===== src/rtl/fp8_pkg.sv =====
// Shared FP8 minifloat constants and the dot-product FSM encoding.
// FP8 layout: [7] sign, [6:4] exponent (bias 3), [3:0] fraction with hidden 1.
package fp8_pkg;

  localparam int FP8_EXP_BIAS = 3;
  localparam int FP8_EXP_W    = 3;
  localparam int FP8_FRAC_W   = 4;
  localparam int FP8_FIX_FRAC = 7;
  localparam int FP8_FIX_INT  = 5;
  localparam int FP8_MAG_W    = FP8_FIX_INT + FP8_FIX_FRAC;

  localparam logic [7:0] FP8_ZERO = 8'h00;
  localparam logic [7:0] FP8_MAX  = 8'h7F;

  typedef enum logic [1:0] {
    ST_IDLE  = 2'd0,
    ST_ACCUM = 2'd1,
    ST_NORM  = 2'd2,
    ST_OUT   = 2'd3
  } fsm_state_t;

endpackage


===== src/rtl/fp8_normalize.sv =====
// Converts a signed fixed-point sum (7 fraction bits) into one FP8 value:
// leading-one detection, truncated fraction, underflow to zero, saturation.
module fp8_normalize
  import fp8_pkg::*;
#(
  parameter int ACC_W = 17
) (
  input  logic signed [ACC_W-1:0] i_acc,
  output logic        [7:0]       o_fp8
);

  localparam int LW = $clog2(ACC_W);
  // Leading-one bit positions that map to exponent 0 and exponent 7.
  localparam int UF_LEAD = FP8_FIX_FRAC - FP8_EXP_BIAS;
  localparam int OF_LEAD = UF_LEAD + (1 << FP8_EXP_W) - 1;

  logic [ACC_W-1:0]      w_mag;
  logic [LW-1:0]         w_lead;
  logic                  w_sign;
  logic                  w_nz;
  logic [FP8_EXP_W-1:0]  w_exp;
  logic [FP8_FRAC_W-1:0] w_frac;

  always_comb begin
    w_sign = i_acc[ACC_W-1];
    if (w_sign) begin
      w_mag = ACC_W'(-i_acc);
    end else begin
      w_mag = ACC_W'(i_acc);
    end
  end

  // Highest set bit wins, so scan upward and keep overwriting.
  always_comb begin
    w_lead = '0;
    for (int i = 0; i < ACC_W; i++) begin
      w_lead = w_mag[i] ? LW'(i) : w_lead;
    end
    w_nz = |w_mag;
  end

  always_comb begin
    w_exp  = FP8_EXP_W'(w_lead - LW'(UF_LEAD));
    w_frac = FP8_FRAC_W'(w_mag >> (w_lead - LW'(UF_LEAD)));
    if (!w_nz || (w_lead < LW'(UF_LEAD))) begin
      o_fp8 = FP8_ZERO;
    end else if (w_lead > LW'(OF_LEAD)) begin
      o_fp8 = FP8_MAX | {w_sign, 7'd0};
    end else begin
      o_fp8 = {w_sign, w_exp, w_frac};
    end
  end

endmodule


===== src/rtl/fp8_dot_accumulator.sv =====
// Sums a stream of FP8 products exactly in signed fixed point and emits the
// dot product as one FP8 value with a valid/ready handshake on each side.
module fp8_dot_accumulator
  import fp8_pkg::*;
#(
  parameter int MAX_TERMS = 16
) (
  input  logic       clk,
  input  logic       reset,
  input  logic [7:0] in_data,
  input  logic       in_valid,
  input  logic       in_last,
  output logic       in_ready,
  output logic [7:0] out_data,
  output logic       out_valid,
  input  logic       out_ready
);

  localparam int CNT_W = $clog2(MAX_TERMS);
  localparam int ACC_W = 13 + CNT_W;

  fsm_state_t               r_state;
  logic signed [ACC_W-1:0]  r_acc;
  logic [CNT_W-1:0]         r_count;
  logic [7:0]               r_out_data;
  logic                     r_out_valid;
  logic                     r_in_ready;

  logic [FP8_MAG_W-1:0]     w_term_mag;
  logic signed [ACC_W-1:0]  w_term_ext;
  logic signed [ACC_W-1:0]  w_term;
  logic [7:0]               w_norm;
  logic                     w_accept;

  assign in_ready  = r_in_ready;
  assign out_data  = r_out_data;
  assign out_valid = r_out_valid;
  assign w_accept  = in_valid & r_in_ready;

  // {1,ffff} shifted by the raw exponent lands with 7 fraction bits.
  always_comb begin
    w_term_mag = FP8_MAG_W'({1'b1, in_data[3:0]}) << in_data[6:4];
    w_term_ext = $signed({{(ACC_W - FP8_MAG_W){1'b0}}, w_term_mag});
    if (in_data[6:0] == 7'd0) begin
      w_term = '0;
    end else if (in_data[7]) begin
      w_term = -w_term_ext;
    end else begin
      w_term = w_term_ext;
    end
  end

  fp8_normalize #(
    .ACC_W (ACC_W)
  ) u_normalize (
    .i_acc (r_acc),
    .o_fp8 (w_norm)
  );

  always_ff @(posedge clk) begin
    if (reset) begin
      r_state     <= ST_IDLE;
      r_acc       <= '0;
      r_count     <= '0;
      r_out_data  <= FP8_ZERO;
      r_out_valid <= 1'b0;
      r_in_ready  <= 1'b0;
    end else begin
      case (r_state)
        ST_IDLE: begin
          r_in_ready <= 1'b1;
          if (w_accept) begin
            r_acc   <= w_term;
            r_count <= CNT_W'(1);
            if (in_last) begin
              r_state    <= ST_NORM;
              r_in_ready <= 1'b0;
            end else begin
              r_state <= ST_ACCUM;
            end
          end
        end
        ST_ACCUM: begin
          if (w_accept) begin
            r_acc   <= r_acc + w_term;
            r_count <= r_count + CNT_W'(1);
            // The MAX_TERMS-th term closes the product even without in_last.
            if (in_last || (r_count == CNT_W'(MAX_TERMS - 1))) begin
              r_state    <= ST_NORM;
              r_in_ready <= 1'b0;
            end
          end
        end
        ST_NORM: begin
          r_out_data  <= w_norm;
          r_out_valid <= 1'b1;
          r_state     <= ST_OUT;
        end
        ST_OUT: begin
          if (out_ready) begin
            r_out_valid <= 1'b0;
            r_acc       <= '0;
            r_count     <= '0;
            r_in_ready  <= 1'b1;
            r_state     <= ST_IDLE;
          end
        end
        default: begin
          r_state     <= ST_IDLE;
          r_acc       <= '0;
          r_count     <= '0;
          r_out_valid <= 1'b0;
          r_in_ready  <= 1'b0;
        end
      endcase
    end
  end

endmodule


===== config.mk =====
export PLATFORM = sky130hd
export DESIGN_NAME = fp8_dot_accumulator
export DESIGN_NICKNAME = d
export VERILOG_FILES = /design/src/rtl/fp8_pkg.sv /design/src/rtl/fp8_normalize.sv /design/src/rtl/fp8_dot_accumulator.sv
export SDC_FILE = /design/constraint.sdc
export NUM_CORES = 1
export LEC_CHECK = 0
export BUFFER_PORTS_ARGS = -buffer_cell sky130_fd_sc_hd__buf_2
export CAP_MARGIN = 40
export CORE_ASPECT_RATIO = 1.4
export CORE_MARGIN = 2
export CORE_UTILIZATION = 45
export DETAILED_ROUTE_END_ITERATION = 16
export GPL_TIMING_DRIVEN = 0
export REMOVE_ABC_BUFFERS = 1
export SLEW_MARGIN = 30
export SYNTH_ARGS = -nofsm -noshare
export SYNTH_HDL_FRONTEND = slang
export SYNTH_SLANG_ARGS = --single-unit
export TNS_END_PERCENT = 1

===== constraint.sdc =====
create_clock -name clk -period 10.4 [get_ports clk]
set_input_delay 2.08 -clock clk [delete_from_list [all_inputs] [get_ports clk]]
set_output_delay 2.08 -clock clk [all_outputs]
set_load 0.02 [all_outputs]

Word-level counts from Yosys, hierarchy flattened
Index checks and enable logic that the tools add are counted.
{"block": "totals", "input_bits": 13, "out_inout_bits": 10, "mem_bits_ro": 0, "mem_bits_rw": 0, "elab_cells": 79, "latch_bits": 0, "ff_bits": 33, "n_memories": 0}
{"block": "classes", "add_sub_neg": 5, "mux": 43, "shifts": 2, "n_bitwise": 1, "reduce_logical": 12, "eq_ne": 8, "n_mul": 0, "div": 0, "order_cmp": 2}
{"op": "$mux W17", "n": 6}
{"op": "$mux W5", "n": 15}
{"op": "$pmux W17 S3", "n": 1}
{"op": "$add A17 B17 Y17", "n": 1}
{"op": "$neg A12 Y17", "n": 1}
{"op": "$neg A17 Y17", "n": 1}
{"op": "$reduce_or A17 Y1", "n": 1}
{"op": "$shr A17 B5 Y4", "n": 1}
{"op": "$mux W4", "n": 3}
{"op": "$pmux W4 S3", "n": 1}
{"op": "$reduce_and A4 Y1", "n": 3}
{"op": "$shl A5 B3 Y12", "n": 1}
{"op": "$mux W2", "n": 5}
{"op": "$mux W8", "n": 1}
{"op": "$ne A2 B2 Y1 const B", "n": 4}
{"op": "$pmux W2 S4", "n": 1}
{"op": "$logic_not A7 Y1", "n": 1}
{"op": "$mux W1", "n": 7}
{"op": "$mux W7", "n": 1}
{"op": "$gt A5 B4 Y1 const B", "n": 1}
{"op": "$lt A5 B3 Y1 const B", "n": 1}
{"op": "$sub A5 B3 Y5 const B", "n": 1}
{"op": "$add A4 B1 Y4 const B", "n": 1}
{"op": "$eq A2 B2 Y1 const B", "n": 2}
{"op": "other kinds (11)", "n": 12}

Depth between registers and ports, before layout
Gate-level depths: netlist of run 1.
{"block": "depth", "depth_word": 22, "mapped_depth": 20, "depth_no_buf": 18}

By module
A second synthesis of run 1 with hierarchy kept.
{"block": "unflattened", "cells_unflattened": 617, "area_unflattened_um2": 4503.1}
{"module": "fp8_dot_accumulator", "cells_per_inst": 406, "area_each_um2": 3031.7, "n_inst": 1, "seq_area_each_um2": 660.6}
{"module": "fp8_normalize", "cells_per_inst": 211, "area_each_um2": 1471.4, "n_inst": 1, "seq_area_each_um2": 0.0}

Worst setup path after synthesis of run 1
Ideal clock, no wire load.
{"block": "synth_timing", "path_kind": "input to register", "start": "input in_data[5]", "end": "register r_acc[11]", "path_buffers": 2, "path_slack_ps": 4814, "arrival_time_ps": 5454, "stages": 19, "cell_sequence": "clkbuf_1 -> clkbuf_1 -> nor3_1 -> and2_1 -> inv_1 -> ha_1 -> a21oi_1 -> nor2_1 -> ha_1 -> a21o_1 -> a21oi_1 -> o21bai_1 -> a2111oi_0 -> o31ai_1 -> a21o_1 -> a21oi_1 -> xnor2_1 -> a221oi_1 -> nor3_1"}
{"block": "synth_via", "elab_chain_len": 7, "word_cells_on_any_way": 9, "cone_classes": "add/sub: 2; shift: 1; mux: 5; reduce/logical: 1"}
{"element": "start, declared", "line": "fp8_dot_accumulator.sv:10", "text": "input logic [7:0] in_data,"}
{"element": "$shl A5 B3 Y12", "line": "fp8_dot_accumulator.sv:42", "text": "w_term_mag = FP8_MAG_W'({1'b1, in_data[3:0]}) << in_data[6:4];"}
{"element": "$neg A12 Y17", "line": "fp8_dot_accumulator.sv:47", "text": "w_term = -w_term_ext;"}
{"element": "$mux W17", "line": "fp8_dot_accumulator.sv:46", "text": "end else if (in_data[7]) begin"}
{"element": "$mux W17 (*)", "line": "fp8_dot_accumulator.sv:44", "text": "if (in_data[6:0] == 7'd0) begin"}
{"element": "$add A17 B17 Y17", "line": "fp8_dot_accumulator.sv:85", "text": "r_acc <= r_acc + w_term;"}
{"element": "$mux W17", "line": "fp8_dot_accumulator.sv:84", "text": "if (w_accept) begin"}
{"element": "$pmux W17 S3 (*)", "line": "fp8_dot_accumulator.sv:69", "text": "case (r_state)"}
{"element": "end signal, assigned", "line": "fp8_dot_accumulator.sv:73", "text": "r_acc <= w_term;"}
{"element": "end signal, assigned", "line": "fp8_dot_accumulator.sv:85"}
{"element": "end, declared", "line": "fp8_dot_accumulator.sv:23", "text": "logic signed [ACC_W-1:0] r_acc;"}
Mark *: on every way between the ends. The rest lies on a longest branch, timed or not. The select of a mux whose other input is x is not followed.
A chain may end at the register's enable or synchronous reset.

Worst setup path in the final report of run 1
{"block": "layout_timing", "start": "input in_data[4]", "end": "register r_acc[15]"}
The elaborated chain is that of the path after synthesis.

==> flow_metrics.py, run 1 <==
metrics = {
    "outcome": {
        "status": "completed",
    },
    "clock_network": {
        "clockBufferDepth": 2,
        "cts_sinks": 33,
        "holdBufCountCts": 0,
        "cts.reportedPaths.clkPinSlew_ns": 0.05,
        "post_cts_buffers": 0,
        "clk_latency_ns": 0.28,
        "cts_tree": "yes",
        "htree_num_levels": 2,
        "cts_resized": 0,
        "cts_root_buffer": "clkbuf_16",
        "cts_made_buffers": 5,
    },
    "worst_setup_path": {
        "crit_required_ns": 10.54,
        "critPathCapture": "r_acc[15]",
        "critPathCaptureType": "register",
        "arrival_ns": 6.02,
        "r2r_start": "r_acc[5]",
        "cp-start-kind": "input pin",
        "reg2reg_slack_ns": 5.57,
        "crit_path_max_fanout": 12,
        "critical_path_class": "in2reg",
        "worstRegToRegCells": 12,
        "cp-startpoint": "in_data[4]",
        "r2r_end": "out_data[0]",
    },
    "synth": {
        "syn_area_um2": 4130,
        "synth.avg_cell_area_um2": 7.39,
        "ys_types": 78,
        "ys.flop_type": "dfxtp_1",
        "syn_inst": 559,
        "ys_top_cells_by_area": "dfxtp_1, ha_1, nor2_1",
        "netlist.area_leader.share_pct": 16.0,
        "synth_edf_count": 0,
        "yosysTopAreaCell": "dfxtp_1",
        "synth_seq_area_share_pct": 16.0,
        "ys_seq_elements": 33,
        "async_flop_share_pct": 0,
        "ys_warn_count": 0,
    },
    "sta": {
        "slew_headroom_pct": 48.2,
        "drv_slew": 0,
        "rsz0062_at_grt": "no",
        "finalSetupViolCount": 0,
        "final-hold-violation-count": 0,
        "worst_clock_skew_ns": 0.00315,
        "fmax_mhz": 170,
        "max_slew.worst_pin.slew_ns": 0.777,
        "fin_crit_ns": 5.89,
        "fin_crit_sh_pct": 56.6,
        "fin_setup_tns_ns": 0,
    },
    "detailed_routing": {
        "via_per_inst": 6.18,
        "antenna_left": 0,
        "firstDrtPassIters": 6,
        "drt_iter0_markers": 261,
        "drc_errors": 0,
        "totalWireLength_mm": 10.9,
        "vias": 4087,
        "wl_per_cell_um": 16.6,
    },
    "die": {
        "dieWidth_um": 85.0,
        "io_pins": 23,
        "rows": 41,
        "die-area_um2": 9970,
        "initial_utilization_pct": 46.0,
        "fp.dieH_um": 117,
        "core_um2": 8980,
    },
    "place": {
        "place_hpwl_mm": 8.37,
        "place.gp.congestion": 0.883,
        "io_buffer_count": 22,
    },
    "power_and_ir_drop": {
        "peakVddDrop_v": 0.000241,
        "p_int_mw": 0.715,
        "comb_power_share_pct": 71.2,
        "p_leak_nw": 1.79,
        "total_power_mw": 1.48,
        "switching_share_pct": 51.8,
        "seqPwrFrac_pct": 16.9,
        "pwr_density_cell_nw_per_um2": 335,
        "p_switching_mw": 0.770,
        "clock_power_share_pct": 11.9,
    },
    "global_routing": {
        "grt_pass1_vias": 3881,
        "grt_pass1_wl_mm": 18.4,
        "grt_max_degree": 48,
        "overflow": 0,
        "grt.total_usage_pct": 21.8,
        "antenna_found_initial": 0,
    },
    "cells_and_area": {
        "syn_to_final_growth_pct": 7.42,
        "fillCellCount": 898,
        "drive_gt1_share_pct": 10.6,
        "diodes": 0,
        "fin_nets": 595,
    },
    "run": {
        "maxCapViolations": 0,
    },
    "min_path": {
        "min-delay-start": "out_data[4]",
        "hold_path.class": "reg2reg",
    },
}
[cell usage after synthesis (10+ instances only)]
cell / count
a211oi_1: 10
a21oi_1: 39
a221oi_1: 12
clkbuf_1: 32
dfxtp_1: 33
ha_1: 28
inv_1: 22
mux2i_1: 12
nand2_1: 37
nand3_1: 16
nor2_1: 63
nor3_1: 25
o21ai_0: 20
o31ai_1: 10
xnor2_1: 23
xor2_1: 16
[critical path: stages]
cell and delay, ns:
buf_2 0.22, mux2i_1 0.17, or3_1 0.36, ha_1 0.30, a21oi_1 0.06, nor2_1 0.24, ha_1 0.29, a21o_1 0.15
a21oi_1 0.23, o21bai_1 0.12, a2111oi_0 0.64, o31ai_1 0.25, a21boi_0 0.33, o21ai_0 0.18, xor2_1 0.16, a21oi_1 0.17
nor3_1 0.06
[cells in the final DEF, fill, tap and decap left out, types with 4 or more instances in the layout]
cell	Yosys	routed
a211oi_1	10	9
a211o_1	4	4
nor3_1	25	25
dfxtp_1	33	32
nor2b_1	5	5
nor2_1	63	63
nand4_1	4	4
a21o_1	7	7
inv_1	22	22
o21bai_1	4	4
mux2i_1	12	12
o31ai_1	10	10
nand3_1	16	16
xor2_1	16	16
and2_1	4	4
a31oi_1	7	7
o22ai_1	4	4
clkbuf_16	0	5
or4_1	4	4
a221oi_1	12	12
nand2_1	37	37
o21ai_0	20	20
nor4_1	8	8
and3_1	4	4
nand2b_1	8	8
o211ai_1	6	6
a21oi_1	39	39
a22oi_1	4	4
ha_1	28	28
buf_2	4	22
or3_1	7	7
mux2_2	8	8
xnor2_1	23	23
[sequential cells by signal, summed over array words and instances, names as in the netlist]
name / cells
r_state: 2
in_ready: 1
out_data: 8
out_valid: 1
r_count: 4
r_acc: 17
[kinds of logic after synthesis]
family / Yosys count / synth area share (%)
AND/OR/NAND/NOR: 209 / 26.0
AO/OA/AOI/OAI: 166 / 28.9
buffers and inverters: 61 / 5.85
XOR/XNOR: 39 / 8.27
flip-flops: 33 / 16.0
adder cells (fa/ha/maj): 29 / 8.97
multiplexers: 22 / 6.00
[power by group through the flow]
stage | clock (mW) | combinational [mW] | sequential (mW)
finish | 0.176 | 1.06 | 0.252
global route | 0.183 | 1.17 | 0.263
CTS | 0.180 | 1.04 | 0.250
detailed placement | 0 | 1.04 | 0.253
global placement | 0 | 1.02 | 0.251
floorplan | 0 | 0.794 | 0.249
[through the flow]
step / hold slack, ns / cell area (um^2) / util, % / instances / setup slack [ns]
after global placement: 0.445 / 4210 / 46.9 / 649 / 4.19
final: 0.455 / 4440 / 49.4 / 661 / 4.51
after floorplan: 0.443 / 3970 / - / 520 / 5.11
after detailed placement: 0.450 / 4250 / 47.3 / 651 / 4.17
after global routing: 0.481 / 4440 / 49.4 / 661 / 4.08
after CTS: 0.459 / 4420 / 49.2 / 659 / 4.44
[cell type report]
class	count	area [um^2]	area share (%)
clock buffer	7	143	3.22
clock inverter	1	30.0	0.677
inverter	22	82.6	1.86
multi-input combinational	465	3240	73.0
sequential	33	662	14.9
tap	107	134	3.02
timing repair buffer	26	145	3.27
[how the worst min path moves through the flow]
stage | depth (start not counted) | slack [ns] | end
final | 2 | 0.46 | out_data[4]
after global routing | 2 | 0.48 | out_data[6]
after CTS | 2 | 0.46 | out_data[6]
after detailed placement | 2 | 0.45 | out_data[4]
after global placement | 2 | 0.44 | out_data[6]
after floorplan | 2 | 0.44 | r_count[1]
[layer usage]
metal	share of wire, %	vias to the layer above	GRT usage, %	routed length [um]
met2	53	79	39.7	5790
met4	3.2	0	8.63	346
met3	2.6	21	2.04	289
li1	-	2076	-	-
met5	0	-	0	0
met1	41	1911	25.7	4510
Note: power is estimated with default switching activity, not from simulation.
==> inputs of run 2 (changes only) <==
==> constraint.sdc (replaced) <==
create_clock -name clk -period 5.12 [get_ports clk]
set_input_delay 1.024 -clock clk [delete_from_list [all_inputs] [get_ports clk]]
set_output_delay 1.024 -clock clk [all_outputs]
set_load 0.02 [all_outputs]
==> run 2 against run 1 <==
Utilization grew 0.15 points; total power grew 100%; combinational power grew 100%; largest cell class unchanged.
==> flow_metrics.py, run 2 (same netlist as run 1, synthesis figures left out) <==
metrics = {
    "global_routing": {
        "grt_pass1_vias": 3881,
        "antenna_found_initial": 0,
        "grt_pass1_wl_mm": 18.4,
        "overflow": 0,
        "grtUsageMet3_pct": 2.04,
        "grt_max_degree": 48,
        "met2_usage_pct": 39.7,
        "top_usage_layer": "met2",
        "grt.total_usage_pct": 21.8,
        "gr-usage-met1_pct": 25.7,
    },
    "worst_setup_path": {
        "crit_path_max_fanout": 22,
        "cp_cell_sequence": "or4_1 -> or4_4 -> a221oi_4 -> nand2_1 -> a2111oi_0 -> nor2_1 -> ha_1 -> inv_1 -> mux4_2 -> nor2_1 -> a2111oi_0 -> a221oi_1",
        "cp-start-kind": "register",
        "critical_path_class": "reg2reg",
        "crit_buf_inv": 1,
        "slowest_stage": "or4_1",
        "crit_family": "simple AND/OR/NAND/NOR gates",
        "crit_required_ns": 5.31,
        "critPathCaptureType": "register",
        "arrival_ns": 4.91,
        "slowest_delay_ns": 0.82,
    },
    "die": {
        "die-area_um2": 9970,
        "rows": 41,
        "io_pins": 23,
        "initial_utilization_pct": 46.0,
        "fp.dieH_um": 117,
        "dieWidth_um": 85.0,
        "core_um2": 8980,
    },
    "sta": {
        "worst_slack_ns": 0.392,
        "fin_crit_sh_pct": 92.3,
        "fin_crit_ns": 4.73,
        "finalSetupViolCount": 0,
        "drv_slew": 0,
        "max_slew.worst_pin.slew_ns": 0.766,
        "slew_headroom_pct": 49.0,
        "worst_clock_skew_ns": 0.00298,
        "rsz0062_at_grt": "no",
        "fin_setup_tns_ns": 0,
        "fmax_mhz": 211,
        "final-hold-violation-count": 0,
    },
    "place": {
        "dp_slack_ns": -0.0516,
        "io_buffer_count": 22,
        "place_hpwl_mm": 8.37,
        "dp_cells": 651,
        "place.gp.congestion": 0.883,
    },
    "detailed_routing": {
        "vias": 4064,
        "antenna_left": 0,
        "via_per_inst": 6.14,
        "firstDrtPassIters": 4,
        "drt_iter0_markers": 294,
        "totalWireLength_mm": 11.0,
        "wl_per_cell_um": 16.5,
        "drc_errors": 0,
    },
    "power_and_ir_drop": {
        "pwr_density_cell_nw_per_um2": 682,
        "p_switching_mw": 1.57,
        "comb_power_share_pct": 71.3,
        "peakVddDrop_v": 0.000490,
        "p_int_mw": 1.47,
        "seqPwrFrac_pct": 16.9,
        "p_leak_nw": 1.80,
        "switching_share_pct": 51.7,
        "clock_power_share_pct": 11.8,
    },
    "clock_network": {
        "cts_root_buffer": "clkbuf_16",
        "cts_tree": "yes",
        "clk_latency_ns": 0.28,
        "cts.reportedPaths.clkPinSlew_ns": 0.06,
        "htree_num_levels": 2,
        "clockBufferDepth": 2,
        "cts_made_buffers": 5,
        "cts_sinks": 33,
    },
    "run": {
        "maxCapViolations": 0,
    },
    "min_path": {
        "hold_path.class": "reg2reg",
    },
    "cells_and_area": {
        "regMostFlops": "r_acc",
        "layout_commonest_cell": "nor2_1",
        "layout_common_cells": "nor2_1, a21oi_1, nand2_1",
        "fin_nets": 596,
        "syn_to_final_growth_pct": 7.76,
        "diodes": 0,
        "largest_reg_flops": 17,
        "final_util_pct": 49.6,
        "final_cells": 662,
        "drive_gt1_share_pct": 11.0,
    },
    "outcome": {
        "status": "completed",
    },
}
run 2: metrics by stage:
step | hold WS [ns] | power [mW] | instance area, um^2
final | 0.456 | 3.03 | 4450
after global routing | 0.481 | 3.30 | 4450
after CTS | 0.459 | 2.99 | 4420
after detailed placement | 0.450 | 2.62 | 4250
after global placement | 0.445 | 2.57 | 4210
after floorplan | 0.443 | 2.12 | 3970
run 2: timing repair:
item                       in CTS  in global routing
setup buffers                   0                  1
setup endpoints to repair       0                  4
resized for setup               0                  2
hold buffers                    0                  0
run 2: worst reg2reg max path: stages, from the launching register on:
cell and delay (ns):
dfxtp_1 0.53, or4_1 0.83, or4_4 0.60, a221oi_4 0.38
nand2_1 0.08, a2111oi_0 0.42, nor2_1 0.15, ha_1 0.44
inv_1 0.24, mux4_2 0.52, nor2_1 0.11, a2111oi_0 0.08
a221oi_1 0.26
run 2: power groups by stage:
| stage | registers (mW) | logic, mW | clock network [mW] |
|---|---|---|---|
| 6_report | 0.511 | 2.16 | 0.359 |
| 5_1_grt | 0.534 | 2.39 | 0.372 |
| 4_1_cts | 0.508 | 2.12 | 0.365 |
| 3_3_place_gp | 0.509 | 2.06 | 0 |
| 3_5_place_dp | 0.514 | 2.11 | 0 |
| 2_1_floorplan | 0.505 | 1.61 | 0 |
run 2: area by class of cell:
class | instances | area [um^2]
clock buffer | 7 | 143
inverter | 22 | 82.6
tap | 107 | 134
fill | 898 | 4530
timing repair buffer | 27 | 153
multi-input combinational | 465 | 3250
clock inverter | 1 | 30.0
sequential | 33 | 662
run 2: layer usage:
metal / wire, um / up-vias
met4: 325 / 0
li1: - / 2078
met2: 5870 / 60
met1: 4570 / 1908
met3: 189 / 18
met5: 0 / -
run 2: final timing paths:
path / from / to / cells after the start / slack [ns]
setup reg to reg: r_acc[5] / out_data[0] / 12 / 0.39
hold / removal: out_data[6] / out_data[6] / 2 / 0.46
setup / recovery: r_acc[5] / out_data[0] / 12 / 0.39
hold reg to reg: out_data[6] / out_data[6] / 2 / 0.46
==> inputs of run 3 (changes only) <==
==> constraint.sdc (replaced) <==
create_clock -name clk -period 5.12 [get_ports clk]
set_input_delay 1.536 -clock clk [delete_from_list [all_inputs] [get_ports clk]]
set_output_delay 1.536 -clock clk [all_outputs]
set_load 0.02 [all_outputs]
==> run 3 against run 2 <==
Wire length rose by 1.1%; clock-buffer cell count did not move; first-iteration DRC count fell by 14%; final area rose by 1.7%; flip-flop and latch count did not move.
==> flow_metrics.py, run 3 (same netlist as run 1, synthesis figures left out) <==
metrics = {
    "cells_and_area": {
        "drive_gt1_share_pct": 13.3,
        "regMostFlops": "r_acc",
        "diodes": 0,
        "largest_reg_flops": 17,
        "layout_common_cells": "nor2_1, nand2_1, a21oi_1",
        "layout_commonest_cell": "nor2_1",
        "final_util_pct": 50.4,
        "syn_to_final_growth_pct": 9.64,
        "fin_nets": 596,
    },
    "worst_setup_path": {
        "crit_path_max_fanout": 12,
        "slowest_stage": "or3_1",
        "crit_buf_inv": 1,
        "crit_required_ns": 5.26,
        "critical_path_class": "in2reg",
        "crit_family": "compound AO/OA/AOI/OAI gates",
        "crit_top_cell": "nor2_1",
        "r2r_start": "r_acc[5]",
        "cp_cell_sequence": "clkbuf_4 -> mux2i_4 -> nor2_1 -> a31o_2 -> a22o_1 -> or3_1 -> o41ai_2 -> xnor2_1 -> nor2_1 -> ha_1 -> o21ai_0 -> nand2b_1 -> a21oi_2 -> nor2b_2 -> nand2_1 -> o21ai_1 -> xor2_1 -> a21oi_1 -> nor3_1",
        "cp-start-kind": "input pin",
        "worstRegToRegCells": 12,
        "slowest_delay_ns": 0.43,
        "arrival_ns": 4.99,
        "critPathCaptureType": "register",
        "r2r_end": "out_data[0]",
        "reg2reg_slack_ns": 0.38,
    },
    "global_routing": {
        "grt.total_usage_pct": 21.8,
        "grt_pass1_wl_mm": 18.4,
        "overflow": 0,
        "antenna_found_initial": 0,
        "grt_pass1_vias": 3886,
        "grt_max_degree": 48,
    },
    "sta": {
        "finalSetupViolCount": 0,
        "max_slew.worst_pin.slew_ns": 0.782,
        "drv_slew": 0,
        "fin_crit_ns": 4.86,
        "worst_slack_ns": 0.263,
        "final-hold-violation-count": 0,
        "slew_headroom_pct": 47.9,
        "rsz0062_at_grt": "yes",
        "fmax_mhz": 206,
        "fin_crit_sh_pct": 94.9,
        "worst_clock_skew_ns": 0.00370,
    },
    "min_path": {
        "hold_path_depth": 2,
        "hold_path.class": "reg2reg",
        "min-delay-start": "out_data[4]",
        "hold_end": "out_data[4]",
    },
    "die": {
        "fp.dieH_um": 117,
        "rows": 41,
        "die-area_um2": 9970,
        "dieWidth_um": 85.0,
        "core_um2": 8980,
        "initial_utilization_pct": 46.0,
        "io_pins": 23,
    },
    "detailed_routing": {
        "totalWireLength_mm": 11.1,
        "vias": 4095,
        "drt_iter0_markers": 252,
        "antenna_left": 0,
        "drc_errors": 0,
        "via_per_inst": 6.19,
        "firstDrtPassIters": 4,
        "wl_per_cell_um": 16.7,
    },
    "run": {
        "maxCapViolations": 0,
    },
    "clock_network": {
        "htree_num_levels": 2,
        "clockBufferDepth": 2,
        "cts_tree": "yes",
        "cts_root_buffer": "clkbuf_16",
        "clk_latency_ns": 0.28,
        "cts_made_buffers": 5,
        "cts_sinks": 33,
        "cts.reportedPaths.clkPinSlew_ns": 0.05,
    },
    "place": {
        "place.gp.congestion": 0.883,
        "io_buffer_count": 22,
        "dp_slack_ns": -0.564,
        "place_hpwl_mm": 8.37,
    },
    "power_and_ir_drop": {
        "pwr_density_cell_nw_per_um2": 677,
        "p_int_mw": 1.48,
        "p_leak_nw": 1.81,
        "switching_share_pct": 51.7,
        "p_switching_mw": 1.58,
        "comb_power_share_pct": 71.6,
        "peakVddDrop_v": 0.000491,
        "seqPwrFrac_pct": 16.7,
        "clock_power_share_pct": 11.7,
    },
    "outcome": {
        "status": "completed",
    },
}
-- run 3: area by class of cell --
type / count / area, um^2
inverter: 22 / 82.6
sequential: 33 / 662
fill: 892 / 4450
clock inverter: 1 / 30.0
timing repair buffer: 27 / 155
clock buffer: 7 / 143
tap: 107 / 134
multi-input combinational: 465 / 3320
-- run 3: stage by stage --
stage / setup TNS, ns / std cells / power (mW) / hold WS (ns) / area [um^2]
final: 0 / 662 / 3.06 / 0.455 / 4530
after global routing: -0.0780 / 662 / 3.33 / 0.481 / 4530
after CTS: 0 / 659 / 3.00 / 0.459 / 4430
after detailed placement: -2.03 / 651 / 2.62 / 0.450 / 4250
after global placement: -1.72 / 649 / 2.57 / 0.445 / 4210
after floorplan: 0 / 520 / 2.12 / 0.443 / 3970
-- run 3: how the worst max path moves through the flow --
stage                      endpoint  slack [ns]  startpoint  cells after the start
after global routing      r_acc[15]       -0.08  in_data[4]                     19
after detailed placement  r_acc[15]       -0.56  in_data[4]                     17
final                     r_acc[15]        0.26  in_data[4]                     19
after global placement    r_acc[15]       -0.55  in_data[4]                     17
after CTS                 r_acc[15]        0.03  in_data[4]                     19
after floorplan           r_acc[11]        0.38  in_data[4]                     16
-- run 3: metal layers --
metal | share of wire (%) | track usage, % | vias up
li1 | - | - | 2080
met3 | 2.3 | 2.11 | 19
met1 | 41 | 25.7 | 1929
met4 | 3.1 | 8.83 | 0
met2 | 54 | 39.6 | 67
met5 | 0 | 0 | -
-- run 3: tightest hold or removal path, delay by kind of cell (launching register included) --
| kind | cells | cell delay, ns |
|---|---|---|
| DFF | 1 | 0.30 |
| and+or+nand+nor | 1 | 0.06 |
| AOI/OAI and AO/OA | 1 | 0.05 |
-- run 3: power by group through the flow --
stage	Combinational, mW	Sequential, mW	Clock (mW)
final	2.19	0.511	0.358
after detailed placement	2.11	0.514	0
after CTS	2.12	0.508	0.365
after floorplan	1.61	0.505	0
after global routing	2.42	0.534	0.372
after global placement	2.06	0.509	0
-- run 3: what timing repair did --
item,CTS,global route
buffers inserted,0,1
gates cloned,0,0
pin swaps,0,1
hold buffers,0,0
setup endpoints to repair,3,10
resized for setup,3,18
